--- src/rtl/ret_addr_stack.sv ---
// Return-address stack: circular LIFO of call return addresses with a registered
// pop port, combinational top-of-stack peek, occupancy status and sticky error flags.
module ret_addr_stack #(
  parameter int ADDR_W = 10,
  parameter int DEPTH  = 8,
  localparam int PW    = $clog2(DEPTH),
  localparam int CW    = $clog2(DEPTH) + 1
) (
  input  logic              clk,
  input  logic              rst_n,
  input  logic              push,
  input  logic [ADDR_W-1:0] push_addr,
  input  logic              pop,
  output logic [ADDR_W-1:0] pop_addr,
  output logic              pop_valid,
  output logic [ADDR_W-1:0] top,
  output logic [CW-1:0]     count,
  output logic              full,
  output logic              empty,
  output logic              overflow,
  output logic              underflow,
  input  logic              clr_err
);

  localparam logic [CW-1:0] CNT_ONE = CW'(1);
  localparam logic [CW-1:0] CNT_MAX = CW'(DEPTH);
  localparam logic [PW-1:0] PTR_ONE = PW'(1);

  logic [ADDR_W-1:0] mem_q [DEPTH];
  logic [PW-1:0]     wp_q, wp_d, wp_m1;
  logic [CW-1:0]     count_q, count_d;
  logic [ADDR_W-1:0] pop_addr_q, pop_addr_d;
  logic              pop_valid_q, pop_valid_d;
  logic              overflow_q, overflow_d;
  logic              underflow_q, underflow_d;

  logic              mem_we;
  logic [PW-1:0]     mem_waddr;
  logic [ADDR_W-1:0] mem_wdata;
  logic              ovf_set, unf_set;
  logic              is_full, is_empty;

  assign wp_m1    = wp_q - PTR_ONE;
  assign is_full  = (count_q == CNT_MAX);
  assign is_empty = (count_q == '0);

  always_comb begin
    wp_d        = wp_q;
    count_d     = count_q;
    pop_addr_d  = pop_addr_q;
    pop_valid_d = 1'b0;
    mem_we      = 1'b0;
    mem_waddr   = wp_q;
    mem_wdata   = push_addr;
    ovf_set     = 1'b0;
    unf_set     = 1'b0;

    unique case ({push, pop})
      2'b10: begin
        // When full, WP already points at the oldest entry, so it is overwritten.
        mem_we    = 1'b1;
        mem_waddr = wp_q;
        wp_d      = wp_q + PTR_ONE;
        if (is_full) ovf_set = 1'b1;
        else         count_d = count_q + CNT_ONE;
      end
      2'b01: begin
        if (!is_empty) begin
          pop_addr_d  = mem_q[wp_m1];
          pop_valid_d = 1'b1;
          wp_d        = wp_m1;
          count_d     = count_q - CNT_ONE;
        end else begin
          unf_set = 1'b1;
        end
      end
      2'b11: begin
        pop_valid_d = 1'b1;
        if (!is_empty) begin
          // Replace the top in place: occupancy and pointer are unchanged.
          pop_addr_d = mem_q[wp_m1];
          mem_we     = 1'b1;
          mem_waddr  = wp_m1;
        end else begin
          pop_addr_d = push_addr;
        end
      end
      default: ;
    endcase

    overflow_d  = overflow_q;
    underflow_d = underflow_q;
    if (clr_err) begin
      overflow_d  = 1'b0;
      underflow_d = 1'b0;
    end
    if (ovf_set) overflow_d  = 1'b1;
    if (unf_set) underflow_d = 1'b1;
  end

  always_ff @(posedge clk or negedge rst_n) begin
    if (!rst_n) begin
      wp_q        <= '0;
      count_q     <= '0;
      pop_addr_q  <= '0;
      pop_valid_q <= 1'b0;
      overflow_q  <= 1'b0;
      underflow_q <= 1'b0;
    end else begin
      wp_q        <= wp_d;
      count_q     <= count_d;
      pop_addr_q  <= pop_addr_d;
      pop_valid_q <= pop_valid_d;
      overflow_q  <= overflow_d;
      underflow_q <= underflow_d;
    end
  end

  // Storage is not reset; contents are meaningless until pushed.
  always_ff @(posedge clk) begin
    if (mem_we && rst_n) mem_q[mem_waddr] <= mem_wdata;
  end

  assign pop_addr  = pop_addr_q;
  assign pop_valid = pop_valid_q;
  assign top       = is_empty ? '0 : mem_q[wp_m1];
  assign count     = count_q;
  assign full      = is_full;
  assign empty     = is_empty;
  assign overflow  = overflow_q;
  assign underflow = underflow_q;

endmodule

--- config.mk ---
export PLATFORM = sky130hd
export DESIGN_NAME = ret_addr_stack
export DESIGN_NICKNAME = d
export VERILOG_FILES = /design/src/rtl/ret_addr_stack.sv
export SDC_FILE = /design/constraint.sdc
export NUM_CORES = 1
export LEC_CHECK = 0
export CELL_PAD_IN_SITES_DETAIL_PLACEMENT = 1
export CELL_PAD_IN_SITES_GLOBAL_PLACEMENT = 2
export CORE_MARGIN = 1.5
export CORE_UTILIZATION = 43
export DETAILED_ROUTE_END_ITERATION = 8
export PLACE_DENSITY_LB_ADDON = 0.1
export SLEW_MARGIN = 0
export SYNTH_ARGS = -nofsm -noshare
export SYNTH_HDL_FRONTEND = slang
export SYNTH_SLANG_ARGS = --single-unit
export TNS_END_PERCENT = 5
--- constraint.sdc ---
create_clock -name clk -period 9.1 [get_ports clk]
set_input_delay 2.73 -clock clk [delete_from_list [all_inputs] [get_ports clk]]
set_output_delay 2.73 -clock clk [all_outputs]
set_load 0.01 [all_outputs]
# ---- Word-level counts from Yosys, hierarchy flattened
# Memories as Yosys holds them, arrays and structs flattened.
# Index checks and enable logic that the tools add are counted.
# Widths: inputs -> output; s select.
dict set report totals {
  n_memories 1
  reg_bits 20
  ramBits 80
  wordCells 47
  output_inout_bits 29
  in_bits 15
}
# name depth word_bits read_ports rd_clocked_by_memory_dff wr line
set mem_list {}
lappend mem_list {mem_q 8 10 1 0 1 29} ;# logic [ADDR_W-1:0] mem_q [DEPTH];
dict set report op_classes {
  muxes 22
  n_reduce_logical 8
  n_eq_ne 6
  n_addsub 4
}
# op n
set op_table {}
lappend op_table {{$mux 10} 3}
lappend op_table {{$pmux 10 s2} 1}
lappend op_table {{$mux 1} 10}
lappend op_table {{$mux 4} 2}
lappend op_table {{$pmux 4 s2} 1}
lappend op_table {{$reduce_bool 2->1} 4}
lappend op_table {{$mux 3} 2}
lappend op_table {{$pmux 3 s2} 1}
lappend op_table {{$add 4x1->4 const B} 1}
lappend op_table {{$eq 2x2->1 const B} 2}
lappend op_table {{$eq 4x4->1 const B} 1}
lappend op_table {{$logic_not 4->1} 1}
lappend op_table {{$ne 2x2->1 const B} 2}
lappend op_table {{$pmux 1 s2} 2}
lappend op_table {{$sub 4x1->4 const B} 1}
lappend op_table {{$add 3x1->3 const B} 1}
lappend op_table {{$reduce_and 3->1} 1}
lappend op_table {{$sub 3x1->3 const B} 1}
lappend op_table {{$eq 2x1->1 const B} 1}
lappend op_table {{$reduce_and 2->1} 1}
lappend op_table {{$logic_and 1x1->1} 1}

# ---- Longest topological paths before layout
# Gate-level depths: netlist of run 1.
dict set report depth {
  depth_word 6
  mapped_depth 11
  ltp_nobuf 8
}

# ---- Least setup slack after synthesis of run 1
# Ideal clock, no wire load.
dict set report synth_path {
  kind {flip-flop to output port}
  startpoint {register wp_q[0]}
  endpoint {output port top[2]}
  t_required_ns 6.370
  t_arrival_ns 2.170
  path_buffers 5
  slack_ns 4.200
  path_stages_with_launch 12
  path_cell_list {dfrtp_1 clkbuf_1 buf_2 buf_2 inv_1 ha_1 clkbuf_1 inv_1 clkbuf_1 nand3_1 nand4_1 nor2_1}
}
dict set report synth_via {
  elab_chain_len 3
}
# element line
set synth_lines {}
lappend synth_lines {{from (decl)} 30} ;# logic [PW-1:0] wp_q, wp_d, wp_m1;
lappend synth_lines {{from (signal assigned)} 110} ;# wp_q <= wp_d;
lappend synth_lines {{$sub 3x1->3} 43} ;# assign wp_m1 = wp_q - PTR_ONE;
lappend synth_lines {{$mem_v2 8x10} n/a}
lappend synth_lines {{$mux 10} 126} ;# assign top = is_empty ? '0 : mem_q[wp_m1];
lappend synth_lines {{to (decl)} 16} ;# output logic [ADDR_W-1:0] top,
# No other way between the ends.

# ---- Worst setup path in the final report of run 1
# Same ends and word-level chain as after synthesis.

==> impl_metrics.yaml, run 1 <==
critical_path:
  critPathBufInv: 4
  cp_common_cell: "inv_1"
  worstPathRequired_ps: 6370
  slowest_stage: "ha_1"
  cp-end-kind: "output port"
  crit_fanout: 49
  crit_family: "buffers and inverters"
  critPathArrivalTime_ps: 4240
  path_cells: "buf_4 > inv_1 > ha_1 > inv_1 > nand3_1 > nand4_1 > nor2_1 > clkdlybuf4s50_1"
  critPathKind: "reg2out"
  cpPeakStageDelay_ps: 890
  critPathLaunchType: "flop"
logic_synthesis:
  synth_compound_area_share_pct: 4.58
  yosys_warnings: 0
  synthCells: 329
  synth_top_family_by_area: "simple AND/OR/NAND/NOR gates"
  syn_area_um2: 4450
  synth_xor_area_share_pct: 1.77
  synthSimpleGateAreaFrac_pct: 11.6
  synth_nets: 351
  ys_seq_area_share_pct: 65.2
  avgSynthCellArea_um2: 13.5
  synth_mux_area_share_pct: 11.5
  ys_types: 37
  synth_fa_ha_area_share_pct: 1.97
  synth-seq-cells: 100
drt:
  dr_total_vias: 2839
  wl_met3_um: 383
  drc: 0
  drtIter0Drc: 169
  route.layer.met1.wl_mm: 5.27
  drt_first_pass_iters: 4
  vias_per_cell: 5.59
  wire_per_inst_um: 21.2
  wirelength_mm: 10.8
  wl_met2_mm: 4.89
  antenna_left: 0
  topRoutingLayerUsed: "met4"
placed_design:
  place_hpwl_mm: 7.45
  gp_congestion: 0.821
  portBuffers: 43
cts:
  postCtsSetupRepairBufs: 0
  postCtsResizedCells: 0
  root_buffer: "clkbuf_8"
  clockBufferDepth: 2
  insertion_delay_ps: 380
  numCtsBuffers: 9
  cts_tree: "built"
  h-tree-depth: 3
  clkSlewWorstSetupHoldPaths_ps: 100
  holdBufCountCts: 0
  cts_sinks: 100
status:
  status: "complete, no violations"
run:
  drv_cap: 0
grt:
  grt_use_total_pct: 20.8
  antenna_found_initial: 0
  grt_pass1_wl_mm: 16.8
  grt_max_degree: 50
  grt_pass1_vias: 2897
  grt_overflow: 0
floorplanning:
  die_area_um2: 11000
  ios: 44
  initial_core_util_pct: 44.9
  die_y_um: 105
  die_x_um: 105
  rows: 36
  coreArea_um2: 9910
finish:
  postLayoutCoreUtil_pct: 52.5
  drive_gt1_share_pct: 9.07
  n_antenna_cell: 0
  num-nets-final: 392
  fillers: 990
  area_growth_pct: 16.8
timing:
  setup_violations: 0
  finalSetupTns_ps: 0
  maxClockFrequency_mhz: 144
  hold_violations: 0
  fin_crit_ps: 6970
  maxSlewViolCount: 0
  relSlewSlack_pct: 29.0
  fin_skew_ps: 11.7
  period_share_pct: 76.5
  holdWs_ps: 515
  worstMarginPinSlew_ps: 1060
  rsz0062_at_grt: "no"
min_path:
  hp-class: "reg2reg"
power_and_ir_drop:
  ir_drop_uv: 137
  cellPowerDensity_nw_per_um2: 345
  p_leak_nw: 1.95
-- synth_stat cells --
| cell type | number | area, um2 |
|---|---|---|
| a21oi_1 | 6 | 30.0 |
| nand3b_1 | 2 | 15.0 |
| a22o_1 | 2 | 17.5 |
| and2_1 | 1 | 6.26 |
| mux2i_1 | 50 | 500 |
| a21oi_2 | 1 | 8.76 |
| nand2_2 | 1 | 6.26 |
| nand3_1 | 48 | 240 |
| clkbuf_2 | 1 | 5.00 |
| o21ai_0 | 1 | 5.00 |
| mux2_2 | 1 | 11.3 |
| or4_4 | 1 | 11.3 |
| xor2_1 | 4 | 35.0 |
| o22ai_1 | 6 | 37.5 |
| a21o_1 | 1 | 7.51 |
| dfrtp_1 | 20 | 500 |
| o32ai_1 | 3 | 26.3 |
| nor3_1 | 2 | 10.0 |
| ha_1 | 7 | 87.6 |
| buf_2 | 6 | 30.0 |
| o31ai_1 | 1 | 7.51 |
| nor3b_1 | 1 | 7.51 |
| nand2b_1 | 2 | 12.5 |
| edfxtp_1 | 80 | 2400 |
| buf_6 | 3 | 33.8 |
| a31oi_1 | 1 | 6.26 |
| xnor2_1 | 5 | 43.8 |
| nand2_1 | 9 | 33.8 |
| and3_1 | 11 | 68.8 |
| nor2_1 | 11 | 41.3 |
| clkinv_4 | 1 | 8.76 |
| clkbuf_1 | 12 | 45.0 |
| o21ai_1 | 10 | 50.1 |
| a211oi_1 | 1 | 7.51 |
| buf_4 | 1 | 7.51 |
| inv_1 | 6 | 22.5 |
| nand4_1 | 10 | 62.6 |
-- report_power, final --
group          internal (mW)  switching, mW  leakage [nW]
sequential             0.571         0.0488         0.963
combinational          0.390          0.518         0.903
clock                  0.103          0.163        0.0881
total                   1.06          0.730          1.95
-- path summary, 6_finish.rpt --
| kind | startpoint | to | slack, ps | depth (start not counted) |
|---|---|---|---|---|
| setup reg to reg | wp_q[0] | mem_q[3][4] | 4970 | 7 |
| hold / removal | underflow | underflow | 520 | 1 |
| min in group asynchronous | rst_n | count[2] | 2690 | 2 |
| setup / recovery | wp_q[0] | top[2] | 2130 | 8 |
| hold reg to reg | underflow | underflow | 520 | 1 |
| max in group asynchronous | rst_n | wp_q[0] | 6150 | 2 |
-- cells by family after synthesis --
family,after synthesis
flip-flops,100
AND/OR/NAND/NOR,99
multiplexers,51
AO/OA/AOI/OAI,33
buffers and inverters,30
XOR/XNOR,9
adder cells (fa/ha/maj),7
-- cells in the final DEF (no fill, tap or decap), types with 4 or more instances in the layout --
| master | count |
|---|---|
| a21oi_1 | 6 |
| and3_1 | 11 |
| buf_4 | 10 |
| clkbuf_8 | 9 |
| clkdlybuf4s50_1 | 43 |
| dfrtp_1 | 19 |
| edfxtp_1 | 80 |
| ha_1 | 7 |
| inv_1 | 6 |
| mux2i_1 | 50 |
| nand2_1 | 9 |
| nand3_1 | 48 |
| nand4_1 | 10 |
| nor2_1 | 11 |
| o21ai_1 | 10 |
| o22ai_1 | 6 |
| xnor2_1 | 5 |
| xor2_1 | 4 |
-- registers in the layout (all words and copies together) (netlist names) --
signal and flops:
pop_addr 10, wp_q 3, pop_valid 1, overflow 1, mem_q 80, underflow 1
count 4
-- cell type report --
class | count | area (um2) | area share [%]
sequential | 100 | 2900 | 55.8
multi-input combinational | 199 | 1410 | 27.2
timing repair buffer | 53 | 505 | 9.72
tap | 133 | 166 | 3.20
clock buffer | 9 | 124 | 2.38
clock inverter | 7 | 57.6 | 1.11
inverter | 7 | 31.3 | 0.601
-- per-stage QoR --
step | setup WS [ps] | instances | power [mW] | area (um2)
2_1_floorplan | 4200 | 329 | 1.15 | 4450
6_report | 2130 | 508 | 1.79 | 5200
3_3_place_gp | 2690 | 492 | 1.52 | 5020
4_1_cts | 2120 | 508 | 1.81 | 5200
3_5_place_dp | 2550 | 492 | 1.54 | 5020
5_1_grt | 1870 | 508 | 1.90 | 5200
-- routing by layer --
layer	track usage [%]	up-vias
met4	8.51	0
li1	-	1324
met3	3.49	19
met2	31.4	63
met1	29.9	1433
met5	0	-
Power figures use the tool's default switching activity.
==> run 2: changes to the inputs <==
--- a/config.mk
+++ b/config.mk
@@ -8,7 +8,7 @@
 export CELL_PAD_IN_SITES_DETAIL_PLACEMENT = 1
 export CELL_PAD_IN_SITES_GLOBAL_PLACEMENT = 2
 export CORE_MARGIN = 1.5
-export CORE_UTILIZATION = 43
+export CORE_UTILIZATION = 40
 export DETAILED_ROUTE_END_ITERATION = 8
 export PLACE_DENSITY_LB_ADDON = 0.1
 export SLEW_MARGIN = 0
==> constraint.sdc (replaced) <==
create_clock -name clk -period 6.65 [get_ports clk]
set_input_delay 1.995 -clock clk [delete_from_list [all_inputs] [get_ports clk]]
set_output_delay 1.995 -clock clk [all_outputs]
set_load 0.01 [all_outputs]
==> run 2 against run 1 <==
Net effect:
- register-to-register slack got worse by 1500 ps
- total power up 38%
- count of clock-buffer cells in the layout unchanged
- critical path type unchanged
==> impl_metrics.yaml, run 2 (synthesis gave the netlist of run 1 again) <==
power_and_ir_drop:
  cellPowerDensity_nw_per_um2: 471
  ir_drop_uv: 193
  fin_total_pwr_mw: 2.47
  p_leak_nw: 1.97
timing:
  setup_violations: 0
  fin_skew_ps: 15.9
  maxSlewViolCount: 0
  rsz0062_at_grt: "no"
  finalSetupTns_ps: 0
  hold_violations: 0
  setup_ws_ps: 1460
  relSlewSlack_pct: 17.9
  worstMarginPinSlew_ps: 1230
  period_share_pct: 78.1
  maxClockFrequency_mhz: 193
  fin_crit_ps: 5190
  holdWs_ps: 524
drt:
  drt_first_pass_iters: 4
  antenna_left: 0
  drtIter0Drc: 207
  vias_per_cell: 5.44
  wire_per_inst_um: 20.9
  wirelength_mm: 10.8
  dr_total_vias: 2818
  drc: 0
finish:
  layout.cells.most_common_list: "80 x edfxtp_1, 50 x mux2i_1, 48 x nand3_1"
  postLayoutCoreUtil_pct: 48.3
  fillers: 1108
  n_antenna_cell: 0
  top_register: "mem_q"
  area_growth_pct: 17.7
  num-nets-final: 395
  layout_commonest_cell: "edfxtp_1"
  largest_reg_flops: 80
  drive_gt1_share_pct: 10.1
grt:
  grt_pass1_wl_mm: 16.8
  grt_overflow: 0
  grt_max_degree: 49
  antenna_found_initial: 0
  grt_use_total_pct: 19.7
  grt_pass1_vias: 2874
critical_path:
  critPathLaunchType: "flop"
  r2r_cells: 6
  slowest_stage: "xnor2_2"
  critPathBufInv: 2
  path_cells: "inv_1 > ha_1 > xnor2_2 > nand3_1 > nand4_1 > nor2_1 > clkdlybuf4s50_1"
  r2r-start: "wp_q[1]"
  crit_family: "XOR/XNOR gates"
  critPathArrivalTime_ps: 3200
  worstPathRequired_ps: 4660
  crit_end: "top[3]"
  critPathKind: "reg2out"
  crit_fanout: 22
  startpoint: "wp_q[1]"
  cpPeakStageDelay_ps: 940
  cp_num_cells: 7
  cp-end-kind: "output port"
  r2r-end: "mem_q[0][8]"
  reg2reg_slack_ps: 3450
placed_design:
  pre_cts_ws_ps: 1910
  portBuffers: 43
  gp_congestion: 0.750
  place_hpwl_mm: 7.11
cts:
  cts_tree: "built"
  numCtsBuffers: 9
  insertion_delay_ps: 370
  cts_sinks: 100
  postCtsResizedCells: 0
  postCtsSetupRepairBufs: 0
  h-tree-depth: 3
  root_buffer: "clkbuf_8"
  clockBufferDepth: 2
  clkSlewWorstSetupHoldPaths_ps: 110
  holdBufCountCts: 0
status:
  status: "complete, no violations"
floorplanning:
  coreArea_um2: 10800
  die_y_um: 109
  die_x_um: 109
  die_area_um2: 11800
  rows: 38
  ios: 44
  initial_core_util_pct: 41.1
min_path:
  hp-class: "reg2reg"
run:
  drv_cap: 0
-- run 2: metal layers --
layer  share of wire, %  vias to the layer above  GRT usage [%]
met5                  0                        -              0
met4                2.0                        0           6.77
met3                4.1                       15           3.38
met2                 47                       65           31.7
met1                 47                     1407           27.1
li1                   -                     1331              -
-- run 2: report_power, final --
part           switching, mW  internal (mW)  leakage [nW]
clock network          0.226          0.142        0.0886
registers             0.0710          0.781         0.963
logic                  0.714          0.537         0.924
total                   1.01           1.46          1.97
-- run 2: worst min-delay path: cells and delay by family, from the launching register on --
family,cells,cell delay [ps]
flops,1,360
mux,1,70
compound gates,1,70
-- run 2: stage by stage --
| stage | cell area [um2] | instances |
|---|---|---|
| after floorplan | 4450 | 329 |
| after global placement | 5060 | 502 |
| after detailed placement | 5060 | 502 |
| after CTS | 5240 | 518 |
| after global routing | 5240 | 518 |
| final | 5240 | 518 |
-- run 2: worst min-delay path by stage --
stage,to,startpoint,slack (ps),cells past startpoint
floorplan,wp_q[2],wp_q[2],530,1
global placement,pop_addr[9],pop_addr[9],490,2
detailed placement,underflow,underflow,500,1
CTS,underflow,underflow,530,1
global route,underflow,underflow,540,1
finish,pop_addr[9],pop_addr[9],520,2
-- run 2: final cells by class --
cell class,instances,area [um2],area share [%]
sequential,100,2900,55.4
inverter,7,31.3,0.597
timing repair buffer,56,528,10.1
clock inverter,7,57.6,1.10
multi-input combinational,199,1420,27.1
tap,140,175,3.34
clock buffer,9,124,2.36
==> run 3: changes to the inputs <==
==> constraint.sdc (replaced) <==
create_clock -name clk -period 5.35 [get_ports clk]
set_input_delay 1.605 -clock clk [delete_from_list [all_inputs] [get_ports clk]]
set_output_delay 1.605 -clock clk [all_outputs]
set_load 0.01 [all_outputs]
==> run 3 against run 2 <==
Net effect:
- worst setup slack got worse by 720 ps
- non-clock buffer count fell by 2
- count of clock-buffer cells in the layout unchanged
- via count grew 0.18%
- wire length rose by 0.83%
- highest routed layer unchanged
- final area is 0.50% higher
- global-route usage up 0.65 points
- critical endpoint is now top[1]
==> impl_metrics.yaml, run 3 (synthesis gave the netlist of run 1 again) <==
drt:
  antenna_left: 0
  wirelength_mm: 10.9
  drc: 0
  drtIter0Drc: 133
  dr_total_vias: 2823
  drt_first_pass_iters: 4
  vias_per_cell: 5.47
  wire_per_inst_um: 21.2
power_and_ir_drop:
  cellPowerDensity_nw_per_um2: 595
  ir_drop_uv: 259
  p_leak_nw: 1.98
  fin_total_pwr_mw: 3.14
timing:
  rsz0062_at_grt: "no"
  setup_violations: 0
  relSlewSlack_pct: 25.8
  hold_violations: 0
  worstMarginPinSlew_ps: 1110
  period_share_pct: 86.2
  maxSlewViolCount: 0
  maxClockFrequency_mhz: 217
  finalSetupTns_ps: 0
  holdWs_ps: 518
  setup_ws_ps: 740
  fin_skew_ps: 16.4
  fin_crit_ps: 4610
cts:
  insertion_delay_ps: 380
  root_buffer: "clkbuf_8"
  cts_tree: "built"
  numCtsBuffers: 9
  cts_sinks: 100
  clockBufferDepth: 2
  h-tree-depth: 3
  holdBufCountCts: 0
  clkSlewWorstSetupHoldPaths_ps: 100
  postCtsSetupRepairBufs: 0
  postCtsResizedCells: 0
critical_path:
  critPathLaunchType: "flop"
  critPathKind: "reg2out"
  startpoint: "wp_q[1]"
  crit_family: "buffers and inverters"
  crit_fanout: 25
  critPathBufInv: 4
  critPathArrivalTime_ps: 3000
  slowest_stage: "clkdlybuf4s50_1"
  cp_common_cell: "inv_1"
  worstPathRequired_ps: 3740
  r2r-start: "wp_q[1]"
  path_cells: "inv_1 > ha_1 > buf_4 > inv_1 > nand3_1 > nand4_1 > nor2_1 > clkdlybuf4s50_1"
  cpPeakStageDelay_ps: 550
  cp-end-kind: "output port"
run:
  drv_cap: 0
grt:
  antenna_found_initial: 0
  grt_pass1_vias: 2999
  grt_overflow: 0
  grt_max_degree: 49
  grt_use_total_pct: 20.4
  grt_pass1_wl_mm: 17.3
finish:
  layout_commonest_cell: "edfxtp_1"
  top_register: "mem_q"
  final_area_um2: 5270
  area_growth_pct: 18.3
  regArea_um2: 2900
  fillers: 1116
  drive_gt1_share_pct: 9.31
  layout.cells.most_common_list: "80 x edfxtp_1, 50 x mux2i_1, 48 x nand3_1"
  num-nets-final: 393
  largest_reg_flops: 80
  finalNonFillerCells: 516
  multiInputGateArea_um2: 1420
  postLayoutCoreUtil_pct: 48.6
  n_antenna_cell: 0
min_path:
  hp-class: "reg2reg"
  hp-start: "pop_addr[3]"
status:
  status: "complete, no violations"
floorplanning:
  die_y_um: 109
  ios: 44
  initial_core_util_pct: 41.1
  die_area_um2: 11800
  rows: 38
  coreArea_um2: 10800
  die_x_um: 109
placed_design:
  portBuffers: 43
  gp_congestion: 0.761
  dp_cells: 500
  pre_cts_ws_ps: 891
  place_hpwl_mm: 7.12
  place_area_um2: 5040
==> run 3: layout make-up <==
| class | instances | share of cell area, % |
|---|---|---|
| clock inverter | 7 | 1.88 |
| multi-input combinational | 199 | 27.0 |
| sequential | 100 | 55.1 |
| clock buffer | 9 | 2.35 |
| tap | 140 | 3.33 |
| timing repair buffer | 54 | 9.74 |
| inverter | 7 | 0.594 |
==> run 3: report_power, final <==
group          internal, mW  leakage [nW]  switching [mW]  total [mW]
clock network         0.267         0.105           0.274       0.541
registers             0.971         0.963          0.0841        1.05
logic                 0.672         0.913           0.867        1.54
total                  1.91          1.98            1.23        3.14
==> run 3: worst min-delay path, cell delays in order, from the launching register on <==
cell     delay (ps)
dfrtp_1         360
mux2i_1          60
o21ai_1          60
==> run 3: per-layer routing <==
layer | vias up | share of wire [%] | track usage [%] | wire [um]
met5 | - | 0 | 0 | 0
met1 | 1428 | 49 | 28.4 | 5300
met4 | 0 | 1.1 | 8.18 | 117
met3 | 10 | 3.0 | 3.32 | 326
li1 | 1332 | - | - | -
met2 | 53 | 47 | 31.8 | 5170
==> run 3: worst paths after layout <==
| path | cells past startpoint | endpoint | slack, ps |
|---|---|---|---|
| max in group asynchronous | 2 | pop_addr[6] | 3300 |
| min in group asynchronous | 1 | wp_q[2] | 1450 |
| worst min register to register | 2 | pop_addr[3] | 520 |
| worst max register to register | 7 | mem_q[6][8] | 2210 |
| worst max-delay path | 8 | top[1] | 740 |
| worst min-delay path | 2 | pop_addr[3] | 520 |
